--- src/rtl/branch_redirect_unit_pkg.sv ---
// Shared types, sizes and the wrap-aware ROB age compare for the branch redirect path.
package branch_redirect_unit_pkg;

   localparam int unsigned ALU_NUM      = 4;
   localparam int unsigned ROB_IDX_W    = 6;
   localparam int unsigned FSQ_IDX_W    = 5;
   localparam int unsigned VADDR_W      = 32;
   localparam int unsigned BLOCK_CYCLES = 64;

   typedef struct packed {
      logic                 dir;
      logic [ROB_IDX_W-1:0] idx;
   } rob_idx_t;

   typedef struct packed {
      logic [VADDR_W-1:0]   target;
      logic                 taken;
      rob_idx_t             robidx;
      logic [FSQ_IDX_W-1:0] fsqidx;
   } branch_redirect_t;

   // Differing dir bits mean one index has wrapped, which inverts the compare.
   function automatic logic rob_older(rob_idx_t a, rob_idx_t b);
      return (a.dir == b.dir) ? (a.idx < b.idx) : (a.idx > b.idx);
   endfunction

endpackage

--- src/rtl/branch_redirect_unit_if.sv ---
// Branch-result inputs, backend flush and the redirect handshake towards the frontend.
interface branch_redirect_unit_if;
   import branch_redirect_unit_pkg::*;

   logic [ALU_NUM-1:0]               br_en;
   logic [ALU_NUM-1:0]               br_error;
   logic [ALU_NUM-1:0]               br_direction;
   logic [ALU_NUM*VADDR_W-1:0]       br_target;
   logic [ALU_NUM*(ROB_IDX_W+1)-1:0] br_robidx;
   logic [ALU_NUM*FSQ_IDX_W-1:0]     br_fsqidx;
   logic                             flush_en;
   logic [ROB_IDX_W:0]               flush_robidx;
   logic                             redirect_valid;
   logic                             redirect_ready;
   logic [VADDR_W-1:0]               redirect_target;
   logic                             redirect_taken;
   logic [ROB_IDX_W:0]               redirect_robidx;
   logic [FSQ_IDX_W-1:0]             redirect_fsqidx;

   modport master (
      output br_en, br_error, br_direction, br_target, br_robidx, br_fsqidx,
      output flush_en, flush_robidx, redirect_ready,
      input  redirect_valid, redirect_target, redirect_taken, redirect_robidx, redirect_fsqidx
   );

   modport slave (
      input  br_en, br_error, br_direction, br_target, br_robidx, br_fsqidx,
      input  flush_en, flush_robidx, redirect_ready,
      output redirect_valid, redirect_target, redirect_taken, redirect_robidx, redirect_fsqidx
   );

endinterface

--- src/rtl/branch_redirect_unit_age_select.sv ---
// Combinational oldest-of-N select over a binary tree of rob_older compares.
// Returns the valid flag, the winning input index and its payload.
module branch_redirect_unit_age_select
   import branch_redirect_unit_pkg::*;
#(
   parameter int unsigned N = ALU_NUM,
   localparam int unsigned IDX_W = (N > 1) ? $clog2(N) : 1
) (
   input  logic [N-1:0]     req,
   input  branch_redirect_t payload [N],
   output logic             valid,
   output logic [IDX_W-1:0] winner,
   output branch_redirect_t sel
);

   localparam int unsigned NODES = 2 * N - 1;

   logic             nv [NODES];
   logic [IDX_W-1:0] ni [NODES];
   branch_redirect_t np [NODES];

   // Heap layout: leaves at N-1.., node k has children 2k+1 (left) and 2k+2 (right).
   for (genvar i = 0; i < N; i++) begin : g_leaf
      assign nv[N-1+i] = req[i];
      assign ni[N-1+i] = IDX_W'(i);
      assign np[N-1+i] = payload[i];
   end

   for (genvar k = 0; k < N - 1; k++) begin : g_node
      logic take_right;
      // Left subtree carries the lower indices, so an age tie stays left.
      assign take_right = nv[2*k+2] &&
                          (!nv[2*k+1] || rob_older(np[2*k+2].robidx, np[2*k+1].robidx));
      assign nv[k] = nv[2*k+1] | nv[2*k+2];
      assign ni[k] = take_right ? ni[2*k+2] : ni[2*k+1];
      assign np[k] = take_right ? np[2*k+2] : np[2*k+1];
   end

   assign valid  = nv[0];
   assign winner = ni[0];
   assign sel    = np[0];

endmodule

--- src/rtl/branch_redirect_unit.sv ---
// Picks the oldest mispredicted branch across ALUs and holds it as one pending frontend redirect.
// Optional BRU_PERF_COUNTER_EN adds saturating fire/replacement counters.
module branch_redirect_unit
   import branch_redirect_unit_pkg::*;
(
   input  logic                 clk,
   input  logic                 rst,
   branch_redirect_unit_if.slave bus
`ifdef BRU_PERF_COUNTER_EN
   ,
   output logic [31:0]          perf_mispred,
   output logic [31:0]          perf_replace
`endif
);

   localparam int unsigned ALU_IDX_W = (ALU_NUM > 1) ? $clog2(ALU_NUM) : 1;
   localparam int unsigned CNT_W     = $clog2(BLOCK_CYCLES);

   branch_redirect_t     cand_pl [ALU_NUM];
   logic [ALU_NUM-1:0]   cand_req;
   logic                 sel_valid;
   logic [ALU_IDX_W-1:0] sel_alu;
   branch_redirect_t     sel_pl;

   branch_redirect_t pend_q, pend_d;
   logic             pend_valid_q, pend_valid_d;
   rob_idx_t         last_q, last_d;
   logic             block_q, block_d;
   logic [CNT_W-1:0] block_cnt_q, block_cnt_d;
   logic             fire, flush_kill, load, gate_on;
   rob_idx_t         gate_ref, flush_rob;

   assign fire      = pend_valid_q & bus.redirect_ready;
   assign flush_rob = rob_idx_t'(bus.flush_robidx);
   // The branch leaving this cycle already gates same-cycle candidates.
   assign gate_on   = fire | block_q;
   assign gate_ref  = fire ? pend_q.robidx : last_q;

   always_comb begin
      for (int i = 0; i < ALU_NUM; i++) begin
         cand_pl[i].target = bus.br_target[i*VADDR_W +: VADDR_W];
         cand_pl[i].taken  = bus.br_direction[i];
         cand_pl[i].robidx = bus.br_robidx[i*(ROB_IDX_W+1) +: (ROB_IDX_W+1)];
         cand_pl[i].fsqidx = bus.br_fsqidx[i*FSQ_IDX_W +: FSQ_IDX_W];
         cand_req[i]       = bus.br_en[i] & bus.br_error[i];
         if (bus.flush_en && !rob_older(cand_pl[i].robidx, flush_rob)) cand_req[i] = 1'b0;
         if (gate_on && !rob_older(cand_pl[i].robidx, gate_ref)) cand_req[i] = 1'b0;
      end
   end

   branch_redirect_unit_age_select #(
      .N (ALU_NUM)
   ) u_age_select (
      .req     (cand_req),
      .payload (cand_pl),
      .valid   (sel_valid),
      .winner  (sel_alu),
      .sel     (sel_pl)
   );

   always_comb begin
      pend_d       = pend_q;
      pend_valid_d = pend_valid_q;
      load         = 1'b0;
      flush_kill   = bus.flush_en & pend_valid_q & !rob_older(pend_q.robidx, flush_rob);
      if (flush_kill || fire) pend_valid_d = 1'b0;
      if (sel_valid && (!pend_valid_d || rob_older(sel_pl.robidx, pend_q.robidx))) load = 1'b1;
      if (load) begin
         pend_d       = sel_pl;
         pend_valid_d = 1'b1;
      end

      block_d     = block_q;
      last_d      = last_q;
      block_cnt_d = block_q ? block_cnt_q + 1'b1 : '0;
      if (block_q && block_cnt_q == CNT_W'(BLOCK_CYCLES - 1)) block_d = 1'b0;
      if (fire) begin
         block_d     = 1'b1;
         last_d      = pend_q.robidx;
         block_cnt_d = '0;
      end
      if (bus.flush_en && !rob_older(last_d, flush_rob)) block_d = 1'b0;
      if (load) block_d = 1'b0;
   end

   always_ff @(posedge clk or negedge rst) begin
      if (!rst) begin
         pend_q       <= '0;
         pend_valid_q <= 1'b0;
         last_q       <= '0;
         block_q      <= 1'b0;
         block_cnt_q  <= '0;
      end else begin
         pend_q       <= pend_d;
         pend_valid_q <= pend_valid_d;
         last_q       <= last_d;
         block_q      <= block_d;
         block_cnt_q  <= block_cnt_d;
      end
   end

   assign bus.redirect_valid  = pend_valid_q;
   assign bus.redirect_target = pend_q.target;
   assign bus.redirect_taken  = pend_q.taken;
   assign bus.redirect_robidx = pend_q.robidx;
   assign bus.redirect_fsqidx = pend_q.fsqidx;

   sel_payload_matches_winner: assert property (@(posedge clk) disable iff (!rst)
      sel_valid |-> (cand_pl[sel_alu] == sel_pl));

`ifdef BRU_PERF_COUNTER_EN
   logic        replace;
   logic [31:0] mispred_q, replace_q;

   assign replace = load & pend_valid_q & ~fire & ~flush_kill;

   always_ff @(posedge clk or negedge rst) begin
      if (!rst) begin
         mispred_q <= '0;
         replace_q <= '0;
      end else begin
         if (fire && mispred_q != '1) mispred_q <= mispred_q + 32'd1;
         if (replace && replace_q != '1) replace_q <= replace_q + 32'd1;
      end
   end

   assign perf_mispred = mispred_q;
   assign perf_replace = replace_q;
`endif

endmodule

--- src/flat_wrapper.sv ---
// flat-port wrapper written by rule: the top's interface ports become plain ports
module branch_redirect_unit_flat import branch_redirect_unit_pkg::*;
  (clk, rst, bus_br_en, bus_br_error, bus_br_direction, bus_br_target, bus_br_robidx, bus_br_fsqidx, bus_flush_en, bus_flush_robidx, bus_redirect_ready, bus_redirect_valid, bus_redirect_target, bus_redirect_taken, bus_redirect_robidx, bus_redirect_fsqidx);
  branch_redirect_unit_if bus_i ();
  input  logic clk;
  input  logic rst;
  input wire logic [$bits(bus_i.br_en)-1:0] bus_br_en;
  input wire logic [$bits(bus_i.br_error)-1:0] bus_br_error;
  input wire logic [$bits(bus_i.br_direction)-1:0] bus_br_direction;
  input wire logic [$bits(bus_i.br_target)-1:0] bus_br_target;
  input wire logic [$bits(bus_i.br_robidx)-1:0] bus_br_robidx;
  input wire logic [$bits(bus_i.br_fsqidx)-1:0] bus_br_fsqidx;
  input wire logic [$bits(bus_i.flush_en)-1:0] bus_flush_en;
  input wire logic [$bits(bus_i.flush_robidx)-1:0] bus_flush_robidx;
  input wire logic [$bits(bus_i.redirect_ready)-1:0] bus_redirect_ready;
  output wire logic [$bits(bus_i.redirect_valid)-1:0] bus_redirect_valid;
  output wire logic [$bits(bus_i.redirect_target)-1:0] bus_redirect_target;
  output wire logic [$bits(bus_i.redirect_taken)-1:0] bus_redirect_taken;
  output wire logic [$bits(bus_i.redirect_robidx)-1:0] bus_redirect_robidx;
  output wire logic [$bits(bus_i.redirect_fsqidx)-1:0] bus_redirect_fsqidx;
  assign bus_i.br_en = bus_br_en;
  assign bus_i.br_error = bus_br_error;
  assign bus_i.br_direction = bus_br_direction;
  assign bus_i.br_target = bus_br_target;
  assign bus_i.br_robidx = bus_br_robidx;
  assign bus_i.br_fsqidx = bus_br_fsqidx;
  assign bus_i.flush_en = bus_flush_en;
  assign bus_i.flush_robidx = bus_flush_robidx;
  assign bus_i.redirect_ready = bus_redirect_ready;
  assign bus_redirect_valid = bus_i.redirect_valid;
  assign bus_redirect_target = bus_i.redirect_target;
  assign bus_redirect_taken = bus_i.redirect_taken;
  assign bus_redirect_robidx = bus_i.redirect_robidx;
  assign bus_redirect_fsqidx = bus_i.redirect_fsqidx;
  branch_redirect_unit u_core (.clk(clk), .rst(rst), .bus(bus_i));
endmodule
--- config.mk ---
export PLATFORM = sky130hd
export DESIGN_NAME = branch_redirect_unit_flat
export DESIGN_NICKNAME = d
export VERILOG_FILES = /design/src/rtl/branch_redirect_unit_pkg.sv /design/src/rtl/branch_redirect_unit_if.sv /design/src/rtl/branch_redirect_unit_age_select.sv /design/src/rtl/branch_redirect_unit.sv /design/src/flat_wrapper.sv
export SDC_FILE = /design/constraint.sdc
export NUM_CORES = 1
export LEC_CHECK = 0
export CAP_MARGIN = 20
export CORE_MARGIN = 10
export CORE_UTILIZATION = 46
export CTS_CLUSTER_DIAMETER = 60
export CTS_CLUSTER_SIZE = 30
export DETAILED_ROUTE_END_ITERATION = 16
export HOLD_SLACK_MARGIN = 0.12
export PLACE_DENSITY = 0.84
export RECOVER_POWER = 50
export SLEW_MARGIN = 40
export SYNTH_ARGS = -nofsm -noshare
export SYNTH_HDL_FRONTEND = slang
export SYNTH_SLANG_ARGS = --single-unit
--- constraint.sdc ---
create_clock -name clk -period 8.3 [get_ports clk]
set_input_delay 1.66 -clock clk [delete_from_list [all_inputs] [get_ports clk]]
set_output_delay 1.66 -clock clk [all_outputs]
set_load 0.02 [all_outputs]
==> flow_summary.ini <==
[global_routing]
first_global_vias = 7230
grt_pass1_wl_um = 39500
grt_max_degree = 61
antenna_found_initial = 0
track_usage_pct = 24.6
overflow = 0

[clocking]
clk-insertion-delay-late_ns = 0.33
htree_levels = 3
cts.sinks = 60
ctsLongestPathBuffers = 2
numCtsBuffers = 9
cts_tree = yes
hold_buffers = 0
root_buffer = clkbuf_16
clk_pin_slew_worst_paths_ns = 0.05

[final_layout]
diodes = 0
stdcell_area_um2 = 10500
area_delta_synth_final_pct = 57.6
n_fill_cell = 937
final_core_util_pct = 74.7
stdcell_count = 1274
drive_gt1_share_pct = 14.7
finalNetCount = 1359

[setup_path]
path_buf_inv = 9
cpPeakStageDelay_ns = 0.52
path_max_fanout = 14
crit_top_cell = a21o_1
cp.arrival_ns = 8.34
start_kind = primary input
cp_slowest_cell = or3b_2
cp_top_family = compound AO/OA/AOI/OAI gates
cp.required_ns = 8.50
end_kind = flop
crit_type = in2reg

[detailed_routing]
dr.pass1.iters = 7
drt_iter0_drc = 615
post_drt_wl_per_cell_um = 21.4
wl_um = 27200
antenna_left = 0
via_per_inst = 5.73
drc = 0
vias = 7302

[place]
placed_area_um2 = 9790
post-place-cells = 1250
dp_hpwl_um = 20800
gp_congestion = 1.01
port_buffers = 244

[floorplanning]
start_util_pct = 47.4
die_w_um = 140
core_region_area_um2 = 14000
die_y_um = 140
io_pins = 245
num_rows = 43
dieArea_um2 = 19700

[synth]
avgSynthCellArea_um2 = 8.50
async_flop_share_pct = 100
ys_ff_latch = 60
yosys.area_share.adder_pct = 13.8
syn_inst = 783
yosysMostFrequentCell = mux2i_1
ys_top_cells_by_count = mux2i_1 (134), nand2_1 (105), inv_1 (102), ha_1 (71), dfrtp_1 (60)
synth.area.top_cells = dfrtp_1 (23%), mux2i_1 (20%), ha_1 (13%), nand2_1 (5.9%), inv_1 (5.8%)
synthMuxAreaShare_pct = 21.9
yosys_warnings = 0
synth-seq-area-share_pct = 22.6
syn_area_um2 = 6650
synth-simple-area-share_pct = 12.0
synth_ff_type = dfrtp_1
synth_compound_area_share_pct = 17.2
synth_largest_area_cell = dfrtp_1
synth_edf_count = 0
yosysTopAreaCellShare_pct = 22.6
synthXorXnorAreaFrac_pct = 3.78
syn-num-nets = 1053
synth_top_family_by_area = multiplexers
synth_cell_type_count = 67

[sta]
relSlewSlack_pct = -113
drv_slew = 61
setup_viol = 0
holdWs_ns = 0.489
clock_skew_ns = 0.00766
min_period_over_period_pct = 98.2
period_needed_ns = 8.15
worstMarginPinSlew_ns = 3.20
hold_viol = 0
max_freq_ghz = 0.123

[worst_hold_path]
hp-class = reg2reg

[power]
p_comb_share_pct = 70.2
p_leak_nw = 5.33
switching_power_mw = 1.44
p_sw_share_pct = 45.2
finalPower_mw = 3.19
power.internal_mw = 1.75
vdd_drop_max_v = 0.000190
clockPowerShare_pct = 12.5
p_per_area_nw_per_um2 = 305
power_frac_seq_pct = 17.3

[run_status]
violations = capacitance limit, slew limit
status = complete, but fails checks

[run]
drv_cap = 1
-- path summary, 6_finish.rpt --
| kind | end | slack, ns | cells past startpoint | start |
|---|---|---|---|---|
| max | u_core.bus.redirect_target[27] | 0.15 | 34 | bus_flush_robidx[3] |
| min | u_core.block_cnt_q[0] | 0.49 | 1 | u_core.block_cnt_q[0] |
| max reg2reg | u_core.bus.redirect_target[27] | 1.05 | 36 | u_core.bus.redirect_valid |
| min reg2reg | u_core.block_cnt_q[0] | 0.49 | 1 | u_core.block_cnt_q[0] |
| max in group asynchronous | u_core.last_q[6] | 4.00 | 2 | rst |
| min in group asynchronous | u_core.bus.redirect_target[26] | 2.49 | 2 | rst |
-- cell type report --
type / count / area, um2 / area share [%]
Multi-Input combinational cell: 581 / 4870 / 46.5
Timing Repair Buffer: 334 / 3180 / 30.4
Sequential cell: 60 / 1500 / 14.3
Inverter: 103 / 387 / 3.69
Clock buffer: 10 / 229 / 2.18
Tap cell: 180 / 225 / 2.15
Clock inverter: 6 / 88.8 / 0.847
-- what timing repair did --
| item | CTS | global route |
|---|---|---|
| buffers inserted | 1 | 6 |
| gates resized for setup | 5 | 50 |
| pin swaps | 1 | 14 |
| endpoints found under the hold margin | 0 | 0 |
| setup endpoints to repair | 45 | 45 |
| cloned | 0 | 1 |
-- placed cells by master (no fill, tap or decap), drive strengths merged, types with 3 or more instances in the layout --
master and count:
clkdlybuf4s50 234, mux2i 138, nand2 105, inv 103, buf 89, ha 71, dfrtp 60, o22ai 40
a21oi 25, nor2 18, o21ai 18, a21o 17, xnor2 15, xor2 12, clkbuf 12, nand3 11
a221oi 10, dlygate4sd3 8, nand4 7, nor3 7, o21a 6, a31oi 6, nand2b 6, o32ai 6
and3 5, a211oi 5, and4 4, o211ai 4, a21boi 4, a211o 3, o311ai 3, mux2 3
maj3 3
-- stage by stage --
step / worst slack, ns / TNS (ns)
6_report: 0.153 / 0
5_1_grt: -0.118 / -3.62
4_1_cts: 0.0572 / 0
3_5_place_dp: -0.467 / -19.60
3_3_place_gp: -0.216 / -8.86
2_1_floorplan: 0.0199 / 0
-- power by group through the flow --
stage / clock [mW] / combinational, mW / sequential [mW]
final: 0.398 / 2.24 / 0.554
after global placement: 0 / 1.98 / 0.550
after detailed placement: 0 / 2.03 / 0.552
after global routing: 0.412 / 2.40 / 0.568
after floorplan: 0 / 1.08 / 0.654
after CTS: 0.401 / 2.06 / 0.550
-- per-layer routing --
layer | vias up | GRT usage (%) | share of wire, %
met1 | 3462 | 30.0 | 40
met3 | 74 | 6.12 | 8.2
li1 | 3395 | - | -
met5 | - | 0 | 0
met4 | 0 | 7.39 | 2.8
met2 | 371 | 41.5 | 49
-- sequential cells by signal (all words and copies together), names as in the netlist --
name and count:
u_core.block_cnt_q 6, u_core.bus.redirect_taken 1, u_core.last_q 7, u_core.bus.redirect_valid 1, u_core.block_q 1, u_core.bus.redirect_target 32
u_core.bus.redirect_fsqidx 5, u_core.bus.redirect_robidx 7
-- cells by family (layout without fill, tap and decap cells) --
kind of cell             count (synthesis)  count (layout)
flip-flops                              60              60
AND/OR/NAND/NOR                        177             177
buffers and inverters                  142             453
multiplexers                           141             141
XOR/XNOR                                27              27
AO/OA/AOI/OAI                          162             162
adder cells (fa/ha/maj)                 74              74
Note: power is estimated with default switching activity, not from simulation.
